### config.mk
export PLATFORM = sky130hd
export DESIGN_NAME = debug_snapshot_buffer_flat
export DESIGN_NICKNAME = d
export VERILOG_FILES = /design/src/rtl/debug_snapshot_pkg.sv /design/src/rtl/debug_snapshot_buffer_if.sv /design/src/rtl/snapshot_serializer.sv /design/src/rtl/debug_snapshot_buffer.sv /design/src/flat_wrapper.sv
export SDC_FILE = /design/constraint.sdc
export NUM_CORES = 2
export LEC_CHECK = 0
export BUFFER_PORTS_ARGS = -buffer_cell sky130_fd_sc_hd__buf_4
export CAP_MARGIN = 20
export CORE_MARGIN = 2
export CORE_UTILIZATION = 40
export DETAILED_ROUTE_END_ITERATION = 8
export PLACE_DENSITY = 0.56
export SLEW_MARGIN = 20
export SYNTH_ARGS = -nofsm -noshare
export SYNTH_HDL_FRONTEND = slang
export SYNTH_SLANG_ARGS = --single-unit
### constraint.sdc
create_clock -name i_clock -period 42.5 [get_ports i_clock]
set_clock_uncertainty 0.15 [all_clocks]
set_input_delay 4.25 -clock i_clock [delete_from_list [all_inputs] [get_ports i_clock]]
set_output_delay 4.25 -clock i_clock [all_outputs]
set_load 0.005 [all_outputs]
### src/rtl/debug_snapshot_pkg.sv
// Shared types, constants and helpers for the debug snapshot buffer.
package debug_snapshot_pkg;

  localparam int unsigned DefaultWordWidth = 32;
  localparam int unsigned DefaultNumWords  = 12;

  // Word positions of the pipeline fields inside one snapshot
  localparam int unsigned WordPcCycle     = 0;
  localparam int unsigned WordAdderBranch = 1;
  localparam int unsigned WordIfInstr     = 2;
  localparam int unsigned WordDataA       = 3;
  localparam int unsigned WordDataB       = 4;
  localparam int unsigned WordSignExtImm  = 5;
  localparam int unsigned WordIdCtrl      = 6;
  localparam int unsigned WordAluResult   = 7;
  localparam int unsigned WordStoreData   = 8;
  localparam int unsigned WordExCtrl      = 9;
  localparam int unsigned WordMemReadData = 10;
  localparam int unsigned WordWbCtrl      = 11;

  typedef enum logic [1:0] {
    StIdle   = 2'd0,
    StLoad   = 2'd1,
    StStream = 2'd2
  } state_e;

  // Bits needed to index `value` items; never less than one bit
  function automatic int unsigned clog2(input int unsigned value);
    int unsigned w;
    w = 1;
    while ((64'd1 << w) < 64'(value)) w++;
    return w;
  endfunction

endpackage

### src/rtl/debug_snapshot_buffer_if.sv
// Read-request and word-stream handshake between the buffer and the debug UART.
interface debug_snapshot_buffer_if #(
  parameter int unsigned WORD_WIDTH = 32,
  parameter int unsigned IDX_WIDTH  = 3
);
  logic                  i_read_req;
  logic [IDX_WIDTH-1:0]  i_read_index;
  logic                  o_read_ack;
  logic                  o_error;
  logic                  o_valid;
  logic                  i_ready;
  logic [WORD_WIDTH-1:0] o_data;
  logic                  o_last;

  modport master (
    output i_read_req, i_read_index, i_ready,
    input  o_read_ack, o_error, o_valid, o_data, o_last
  );

  modport slave (
    input  i_read_req, i_read_index, i_ready,
    output o_read_ack, o_error, o_valid, o_data, o_last
  );
endinterface

### src/rtl/snapshot_serializer.sv
// Holds a shadow copy of one snapshot and streams it out word by word.
module snapshot_serializer
  import debug_snapshot_pkg::*;
#(
  parameter int unsigned WORD_WIDTH = DefaultWordWidth,
  parameter int unsigned NUM_WORDS  = DefaultNumWords,
  localparam int unsigned CntW      = clog2(NUM_WORDS)
) (
  input  logic                            i_clock,
  input  logic                            i_soft_reset,
  input  logic                            i_load,
  input  logic                            i_abort,
  input  logic [NUM_WORDS*WORD_WIDTH-1:0] i_snapshot,
  input  logic                            i_ready,
  output logic                            o_valid,
  output logic [WORD_WIDTH-1:0]           o_data,
  output logic                            o_last,
  output logic                            o_done
);

  logic [WORD_WIDTH-1:0] shadow_q [NUM_WORDS];
  logic [CntW-1:0]       cnt_q, cnt_d, cnt_nxt;
  logic                  pend_q, pend_d;
  logic                  valid_q, valid_d;
  logic                  last_q, last_d;
  logic [WORD_WIDTH-1:0] data_q, data_d;

  // Shadow copy taken from the memory word selected in the load cycle
  always_ff @(posedge i_clock) begin
    if (i_load) begin
      for (int k = 0; k < NUM_WORDS; k++) begin
        shadow_q[k] <= i_snapshot[k*WORD_WIDTH +: WORD_WIDTH];
      end
    end
  end

  // Next word/handshake state; pend_q gives the shadow one cycle before word 0 is presented
  always_comb begin
    cnt_nxt = cnt_q + CntW'(1);
    cnt_d   = cnt_q;
    pend_d  = pend_q;
    valid_d = valid_q;
    data_d  = data_q;
    last_d  = last_q;
    o_done  = valid_q & i_ready & last_q;
    if (i_abort) begin
      cnt_d   = '0;
      pend_d  = 1'b0;
      valid_d = 1'b0;
      data_d  = '0;
      last_d  = 1'b0;
    end else if (i_load) begin
      cnt_d   = '0;
      pend_d  = 1'b1;
      valid_d = 1'b0;
      data_d  = '0;
      last_d  = 1'b0;
    end else if (pend_q) begin
      pend_d  = 1'b0;
      valid_d = 1'b1;
      data_d  = shadow_q[0];
      last_d  = (NUM_WORDS == 1);
    end else if (valid_q && i_ready) begin
      if (last_q) begin
        valid_d = 1'b0;
        data_d  = '0;
        last_d  = 1'b0;
      end else begin
        cnt_d  = cnt_nxt;
        data_d = shadow_q[cnt_nxt];
        last_d = (cnt_nxt == CntW'(NUM_WORDS - 1));
      end
    end
  end

  // Counter and registered outputs
  always_ff @(posedge i_clock or negedge i_soft_reset) begin
    if (!i_soft_reset) begin
      cnt_q   <= '0;
      pend_q  <= 1'b0;
      valid_q <= 1'b0;
      data_q  <= '0;
      last_q  <= 1'b0;
    end else begin
      cnt_q   <= cnt_d;
      pend_q  <= pend_d;
      valid_q <= valid_d;
      data_q  <= data_d;
      last_q  <= last_d;
    end
  end

  assign o_valid = valid_q;
  assign o_data  = data_q;
  assign o_last  = last_q;

endmodule

### src/rtl/debug_snapshot_buffer.sv
// Circular history of pipeline snapshots with age-indexed streamed readout.
module debug_snapshot_buffer
  import debug_snapshot_pkg::*;
#(
  parameter int unsigned WORD_WIDTH     = DefaultWordWidth,
  parameter int unsigned NUM_WORDS      = DefaultNumWords,
  parameter int unsigned DEPTH          = 8,
  parameter bit          FREEZE_ON_HALT = 1'b1,
  localparam int unsigned IdxW          = clog2(DEPTH),
  localparam int unsigned CntW          = clog2(DEPTH + 1)
) (
  input  logic                            i_clock,
  input  logic                            i_soft_reset,
  input  logic [NUM_WORDS*WORD_WIDTH-1:0] i_snapshot,
  input  logic                            i_capture,
  input  logic                            i_halt,
  input  logic                            i_clear,
  debug_snapshot_buffer_if.slave          rd,
  output logic [CntW-1:0]                 o_count,
  output logic                            o_wrapped,
  output logic                            o_frozen
);

  logic [NUM_WORDS*WORD_WIDTH-1:0] mem_q [DEPTH];

  state_e          state_q, state_d;
  logic [IdxW-1:0] wr_ptr_q, wr_ptr_d, addr_q, addr_d;
  logic [IdxW:0]   addr_sum;
  logic [CntW-1:0] count_q, count_d;
  logic            wrapped_q, wrapped_d, frozen_q, frozen_d;
  logic            ack_q, ack_d, err_q, err_d;
  logic            cap, load, ser_done;
  logic            ser_valid, ser_last;
  logic [WORD_WIDTH-1:0] ser_data;

  // History storage; contents are not reset
  always_ff @(posedge i_clock) begin
    if (cap) mem_q[wr_ptr_q] <= i_snapshot;
  end

  // Capture bookkeeping, request decode and FSM next state
  always_comb begin
    cap       = i_capture & ~frozen_q & ~i_clear;
    wr_ptr_d  = wr_ptr_q;
    count_d   = count_q;
    wrapped_d = wrapped_q;
    frozen_d  = frozen_q;
    state_d   = state_q;
    addr_d    = addr_q;
    ack_d     = 1'b0;
    err_d     = 1'b0;
    load      = 1'b0;
    // Age 0 is the slot just behind the write pointer; wrap explicitly for non-power-of-two depth
    addr_sum  = (IdxW+1)'(wr_ptr_q) + (IdxW+1)'(DEPTH - 1) - (IdxW+1)'(rd.i_read_index);
    if (addr_sum >= (IdxW+1)'(DEPTH)) addr_sum = addr_sum - (IdxW+1)'(DEPTH);

    if (cap) begin
      wr_ptr_d = (wr_ptr_q == IdxW'(DEPTH - 1)) ? '0 : wr_ptr_q + IdxW'(1);
      if (count_q < CntW'(DEPTH)) count_d = count_q + CntW'(1);
      else                        wrapped_d = 1'b1;
      if (FREEZE_ON_HALT && i_halt) frozen_d = 1'b1;
    end

    unique case (state_q)
      StIdle: begin
        // ack_q blocks re-decoding a request still held in the cycle its ack is visible
        if (rd.i_read_req && !ack_q && !cap && !i_clear) begin
          ack_d = 1'b1;
          if (CntW'(rd.i_read_index) < count_q) begin
            addr_d  = addr_sum[IdxW-1:0];
            state_d = StLoad;
          end else begin
            err_d = 1'b1;
          end
        end
      end
      StLoad: begin
        load    = 1'b1;
        state_d = StStream;
      end
      StStream: begin
        if (ser_done) state_d = StIdle;
      end
      default: state_d = StIdle;
    endcase

    if (i_clear) begin
      wr_ptr_d  = '0;
      count_d   = '0;
      wrapped_d = 1'b0;
      frozen_d  = 1'b0;
      state_d   = StIdle;
      load      = 1'b0;
    end
  end

  // State registers
  always_ff @(posedge i_clock or negedge i_soft_reset) begin
    if (!i_soft_reset) begin
      state_q   <= StIdle;
      wr_ptr_q  <= '0;
      addr_q    <= '0;
      count_q   <= '0;
      wrapped_q <= 1'b0;
      frozen_q  <= 1'b0;
      ack_q     <= 1'b0;
      err_q     <= 1'b0;
    end else begin
      state_q   <= state_d;
      wr_ptr_q  <= wr_ptr_d;
      addr_q    <= addr_d;
      count_q   <= count_d;
      wrapped_q <= wrapped_d;
      frozen_q  <= frozen_d;
      ack_q     <= ack_d;
      err_q     <= err_d;
    end
  end

  snapshot_serializer #(
    .WORD_WIDTH (WORD_WIDTH),
    .NUM_WORDS  (NUM_WORDS)
  ) u_serializer (
    .i_clock      (i_clock),
    .i_soft_reset (i_soft_reset),
    .i_load       (load),
    .i_abort      (i_clear),
    .i_snapshot   (mem_q[addr_q]),
    .i_ready      (rd.i_ready),
    .o_valid      (ser_valid),
    .o_data       (ser_data),
    .o_last       (ser_last),
    .o_done       (ser_done)
  );

  assign rd.o_valid    = ser_valid;
  assign rd.o_data     = ser_data;
  assign rd.o_last     = ser_last;
  assign rd.o_read_ack = ack_q;
  assign rd.o_error    = err_q;
  assign o_count       = count_q;
  assign o_wrapped     = wrapped_q;
  assign o_frozen      = frozen_q;

endmodule

### src/flat_wrapper.sv
// flat-port wrapper written by rule: the top's interface ports become plain ports
module debug_snapshot_buffer_flat import debug_snapshot_pkg::*;
#(
  parameter int unsigned WORD_WIDTH     = DefaultWordWidth,
  parameter int unsigned NUM_WORDS      = DefaultNumWords,
  parameter int unsigned DEPTH          = 8,
  parameter bit          FREEZE_ON_HALT = 1'b1,
  localparam int unsigned IdxW          = clog2(DEPTH),
  localparam int unsigned CntW          = clog2(DEPTH + 1)
)
  (i_clock, i_soft_reset, i_snapshot, i_capture, i_halt, i_clear, o_count, o_wrapped, o_frozen, rd_i_read_req, rd_i_read_index, rd_i_ready, rd_o_read_ack, rd_o_error, rd_o_valid, rd_o_data, rd_o_last);
  debug_snapshot_buffer_if #(.WORD_WIDTH(WORD_WIDTH), .IDX_WIDTH(2)) rd_i ();
  input  logic i_clock;
  input  logic i_soft_reset;
  input  logic [NUM_WORDS*WORD_WIDTH-1:0] i_snapshot;
  input  logic i_capture;
  input  logic i_halt;
  input  logic i_clear;
  output logic [CntW-1:0] o_count;
  output logic o_wrapped;
  output logic o_frozen;
  input wire logic [$bits(rd_i.i_read_req)-1:0] rd_i_read_req;
  input wire logic [$bits(rd_i.i_read_index)-1:0] rd_i_read_index;
  input wire logic [$bits(rd_i.i_ready)-1:0] rd_i_ready;
  output wire logic [$bits(rd_i.o_read_ack)-1:0] rd_o_read_ack;
  output wire logic [$bits(rd_i.o_error)-1:0] rd_o_error;
  output wire logic [$bits(rd_i.o_valid)-1:0] rd_o_valid;
  output wire logic [$bits(rd_i.o_data)-1:0] rd_o_data;
  output wire logic [$bits(rd_i.o_last)-1:0] rd_o_last;
  assign rd_i.i_read_req = rd_i_read_req;
  assign rd_i.i_read_index = rd_i_read_index;
  assign rd_i.i_ready = rd_i_ready;
  assign rd_o_read_ack = rd_i.o_read_ack;
  assign rd_o_error = rd_i.o_error;
  assign rd_o_valid = rd_i.o_valid;
  assign rd_o_data = rd_i.o_data;
  assign rd_o_last = rd_i.o_last;
  debug_snapshot_buffer #(.WORD_WIDTH(WORD_WIDTH), .NUM_WORDS(NUM_WORDS), .DEPTH(DEPTH), .FREEZE_ON_HALT(FREEZE_ON_HALT)) u_core (.i_clock(i_clock), .i_soft_reset(i_soft_reset), .i_snapshot(i_snapshot), .i_capture(i_capture), .i_halt(i_halt), .i_clear(i_clear), .rd(rd_i), .o_count(o_count), .o_wrapped(o_wrapped), .o_frozen(o_frozen));
endmodule
# After elaboration in Yosys (flattened, before gate mapping)
# Memories as Yosys holds them, arrays and structs flattened.
# Index checks and enable logic that the tools add are counted.
# Widths: inputs -> output; s select.
# word_totals
ff_bits	55
ramBits	3456
input_bits	393
out_inout_bits	42
word_cells	111
mem_count	2
# mem_list
memory	depth	width	read_ports	rd_clocked_by_memory_dff	wr	line	text
u_core.mem_q	8	384	1	0	1	debug_snapshot_buffer.sv:24	logic [NUM_WORDS*WORD_WIDTH-1:0] mem_q [DEPTH];
u_core.u_serializer.shadow_q	12	32	2	0	12	snapshot_serializer.sv:21	logic [WORD_WIDTH-1:0] shadow_q [NUM_WORDS];
# op_classes
add_sub_neg	6
magnitude_cmp	3
eq_ne	10
muxes	50
n_bitwise	6
n_reduce_logical	21
# ops
operator	count
$mux 32	5
$mux 4	8
$mux 1	28
$ne 3x2->1 const B	5
$mux 3	4
$reduce_and 3->1	3
$add 4x1->4 const B	2
$mux 2	4
$reduce_and 2->1	4
$reduce_bool 4->1	2
$pmux 2 s3	1
$reduce_bool 2->1	3
$add 3x3->4 const B	1
$and 1x1->1	4
$eq 4x4->1 const B	1
$ge 4x4->1 const B	1
$logic_and 1x1->1	4
$lt 2x4->1	1
$lt 4x4->1 const B	1
$sub 4x2->4	1
$add 3x1->3 const B	1
$eq 3x3->1 const B	1
$logic_not 1->1	3
$reduce_bool 3->1	1
other kinds (6)	7

# Longest topological paths before layout
# depth
word_depth	9
depth_mapped	11
mapped_depth_nobuf	5

# Cells and area by module
# A second synthesis with hierarchy kept.
# unflattened
hier_cells	5461
hier_area_um2	132547.1
# modules_own_cells
mod	n_inst	cells_per_inst	area_per_inst_um2	seq_area_each_um2
debug_snapshot_buffer	1	4522	115872.4	92648.9
snapshot_serializer	1	939	16674.7	12507.0

# Least setup slack after synthesis
# No wires, ideal clock.
# synth_path
path_type	input-to-reg
from	input port i_clear
to	memory u_core.mem_q[0][0] (netlist name) (enable)
setup_ps	1600
arrival_time_ps	30642
t_required_ps	40750
slack_ps	10108
path_stages	3
path_buffers	1
cell_sequence	clkbuf_1 -> or3_1 -> nor3_1
# synth_between
elab_chain_len	4
# synth_rtl
element	line	text
start: declaration	flat_wrapper.sv:18	input logic i_clear;
$not 1->1	debug_snapshot_buffer.sv:43	cap = i_capture & ~frozen_q & ~i_clear;
$and 1x1->1	debug_snapshot_buffer.sv:43	
$mux 1	debug_snapshot_buffer.sv:38	if (cap) mem_q[wr_ptr_q] <= i_snapshot;
$mux 1 (implied by the code)	debug_snapshot_buffer.sv:38	
end: declaration	debug_snapshot_buffer.sv:24	
# No other way between the ends.

# Worst setup path in the final report
# layout_path
from	input port i_capture
to	memory u_core.mem_q[1][47] (netlist name) (enable)
# layout_between
elab_chain_len	4
# layout_rtl
element	line	text
start: declaration	flat_wrapper.sv:16	input logic i_capture;
$and 1x1->1 (2 in series)	debug_snapshot_buffer.sv:43	
$mux 1	debug_snapshot_buffer.sv:38	
$mux 1 (implied by the code)	debug_snapshot_buffer.sv:38	
# No other way between the ends.

==> reports/summary.md <==
The flow ran to the end, and the final reports show no timing, DRC or antenna violations. The floorplan die height is 578 µm. The top fanout value on the critical path is 51. The final net count was 6314; the leakage power of the design was 47.8 nW. For this run, the number of Yosys warnings is 0. Count of cells resized by post-cts repair: 0. The synthesized design contains 3456 enable-type register cells. The relative area change from synthesis to final layout works out to 15.6%.

Data on the critical path is required at its endpoint by 42870 ps. Via-per-instance ratio: 5.47. The worst pin sits at a relative slew slack of 21.0%. The DRC marker count from the first detailed-route iteration was 5247.

For the count of final max-slew check failures, the log shows 0. For this run, the leading register cell type out of synthesis is edfxtp_1. The run gives 210 as the standard-cell row count. The root buffer cell chosen for the clock tree is clkbuf_16. Dividing the synthesized area by the synthesized cell count gives 25.1 µm². Measured along the x axis, the die boundary spans 578 µm. The flip-flop and latch count after synthesis is 3511. The tools report the aggregate negative setup slack as 0 ps.

When the netlist entered floorplanning its net count stood at 5650. The placed instances occupy a cell area of 140000 µm². The wire length of the first global-routing pass was 463 mm. The total of fill cells in the finished design was 26900; the via count was 58000.

The number of antenna violations at the first check in global routing is 152. Measured on the finished design, the core utilization comes to 46.5%. For the final routed wirelength across all metal layers, the log shows 328 mm. Routability-driven placement finished with a final weighted congestion of 0.748. The actual slew at the worst max-slew pin was 1180 ps; the worst hold slack was 367 ps. Input and output buffers added on the ports amount to 434.

In this run the cell area of the synthesized design comes to 132000 µm². The tightest min-delay check is of the register to register type. After technology mapping, the gate count stands at 5250. The placed wire-length estimate came out at 197 mm. The async set or reset register ratio after synthesis is 1.57%, and the count of placed standard cells in the final layout, fillers left out is 10600. The die covers 334000 µm². After layout, the worst path uses 20.2% of the clock period. Remaining global-route overflow: 0. The count of nets left with antenna violations once routing finished came out at 0.

Hold repair after CTS inserted 0 buffers. The post-CTS clock slew at the launch and capture registers of the worst setup and hold paths was 60 ps. Type of destination of the critical path: a register. The run gives 40 as the number of distinct library cells after synthesis. IR analysis of the VDD net gives a maximum drop of 38.9 µV. For the worst-skew pair later-pin latency, the log shows 940 ps. TritonCTS built the clock tree.

The met2 wire length came out at 166 mm. After detailed routing, the wire length on met1 is 130 mm. In the global route stage, overall resource usage came out at 19.5%. The run gives 327000 µm² as the area of the core. Based on the critical path, the design can be clocked at up to 117 MHz. Setup repair after global routing left no endpoint under its margin.

The routed design could run at a clock period as short as 8570 ps. Setup violations remaining at the end of the flow were counted as 0. The most common library cell in the layout ignoring fill and taps was edfxtp_1. The worst setup path is of the primary input to register kind. The via count of the first global-routing pass is 60200, and the fraction of the yosys area taken by sequential cells is 79.8%. In this run the power density over the cells is 58.1 nW/µm². Number of clock buffers inserted by TritonCTS: 367. The run gives 23.2 mm as the met3 wirelength from detailed routing. The nature of the critical path startpoint was a primary input.

The run gives 7 as the first-pass iteration count of the detailed router. Leaving out fill and tap cells, the most frequent cells in the layout are 3456 x edfxtp_1, 864 x mux4_2, 544 x buf_4, 384 x mux2_2, 372 x clkbuf_16. The clock net in this run drives a total of 3511 sinks. The tools report the post-CTS repair timing setup buffer count as 0.

The post-route netlist has 37.7% of its cells at a drive strength greater than 1. The finished cells cover 152000 µm². After detailed routing, no signal wire sits above met5.

The effective utilization at floorplan was 40.2%; the wire length per cell after detailed routing was 31.0 µm. Entering global routing, the biggest net connects 133 pins. The data arrival time of the critical path was 8940 ps.

Max-cap violations in this run came to 0. The clock passes through at most 4 buffers. The number of endpoints with negative hold slack in the final report came out at 0. Including well taps, the total number of placed cells is 9891. The logs give 435 for the number of top-level design ports and 0 for the number of design rule violations left after detail routing.

The H-tree level count came out at 5.
-- area by class of cell --
type                            count  area [µm²]  share of cell area (%)
Multi-Input combinational cell   1475       25300                    16.6
Tap cell                         4346        5440                    3.57
Timing Repair Buffer              553        4260                    2.80
Antenna cell                       32        80.1                  0.0526
Clock buffer                      457        9730                    6.39
Sequential cell                  3511      105000                    69.1
Inverter                            6        22.5                  0.0148
Clock inverter                    213        2230                    1.47
-- worst max-delay path, stage by stage --
cell	delay (ps)
buf_4	100
nand2b_1	180
nor2_1	170
nand2_1	240
nor3_2	210
buf_4	530
buf_4	760
buf_4	770
buf_4	840
buf_4	670
-- power by group --
part / internal, mW / switching, mW / total [mW]
sequential: 3.93 / 0.0494 / 3.98
combinational: 0.891 / 0.789 / 1.68
clock: 1.87 / 1.32 / 3.18
-- kinds of logic (layout without fill, tap and decap cells) --
group,after synthesis,count (layout),share of synthesized area [%]
xor gates and xnor gates,8,8,0.0532
other,0,32,0
AOI/OAI and AO/OA,147,147,0.665
adders and majority gates,7,7,0.0722
DFF,3511,3511,79.8
muxes,1251,1251,18.1
and+or+nand+nor,62,62,0.243
buffers and inverters,264,1229,1.07
-- flip-flops by register name (all words and copies together) (netlist names), 2 cells and up --
signal	cells
u_core.mem_q	3072
u_core.u_serializer.shadow_q	384
u_core.u_serializer.o_data	32
u_core.o_count	4
u_core.u_serializer.cnt_q	4
u_core.addr_q	3
u_core.wr_ptr_q	3
u_core.state_q	2
-- worst paths after layout --
check                                                  start                                        end  slack [ps]  cells after the start
worst max-delay path                               i_capture              u_core.mem_q[1][47]$_DFFE_PP_       33930                     10
worst min-delay path            u_core.o_wrapped$_DFFE_PN0P_               u_core.o_wrapped$_DFFE_PN0P_         370                      2
worst max register to register   u_core.o_frozen$_DFFE_PN0P_              u_core.mem_q[1][47]$_DFFE_PP_       36830                      9
worst min register to register  u_core.o_wrapped$_DFFE_PN0P_               u_core.o_wrapped$_DFFE_PN0P_         370                      2
max in group asynchronous                       i_soft_reset               u_core.addr_q[1]$_DFFE_PN0P_       37910                      2
min in group asynchronous                       i_soft_reset  u_core.u_serializer.o_data[4]$_DFFE_PN0P_        3190                      1
-- synthesized netlist by cell type (6+ instances only) --
| library cell | number | area [µm²] |
|---|---|---|
| mux2_2 | 384 | 4320 |
| a22oi_1 | 32 | 240 |
| o21ai_1 | 53 | 265 |
| clkbuf_1 | 108 | 405 |
| nand2b_1 | 7 | 43.8 |
| a21oi_1 | 10 | 50.1 |
| edfxtp_1 | 3456 | 104000 |
| buf_2 | 57 | 285 |
| dfrtp_1 | 55 | 1380 |
| mux4_2 | 864 | 19500 |
| buf_6 | 46 | 518 |
| nand2_1 | 10 | 37.5 |
| o21ai_0 | 15 | 75.1 |
| inv_1 | 6 | 22.5 |
| buf_1 | 46 | 173 |
| o22ai_1 | 32 | 200 |
| nor2_1 | 20 | 75.1 |
| ha_1 | 6 | 75.1 |
-- per-layer routing --
layer,up-vias,global-route usage [%]
met5,-,0
met4,110,4.90
met3,625,5.00
met2,1649,33.2
met1,31500,25.0
li1,24000,-
-- stage by stage --
step	worst slack [ps]	power, mW
final	33930	8.85
after global routing	33700	9.18
after CTS	33830	8.98
after detailed placement	32860	5.78
after global placement	32850	5.77
after floorplan	10110	5.37
Power figures use the tool's default switching activity.
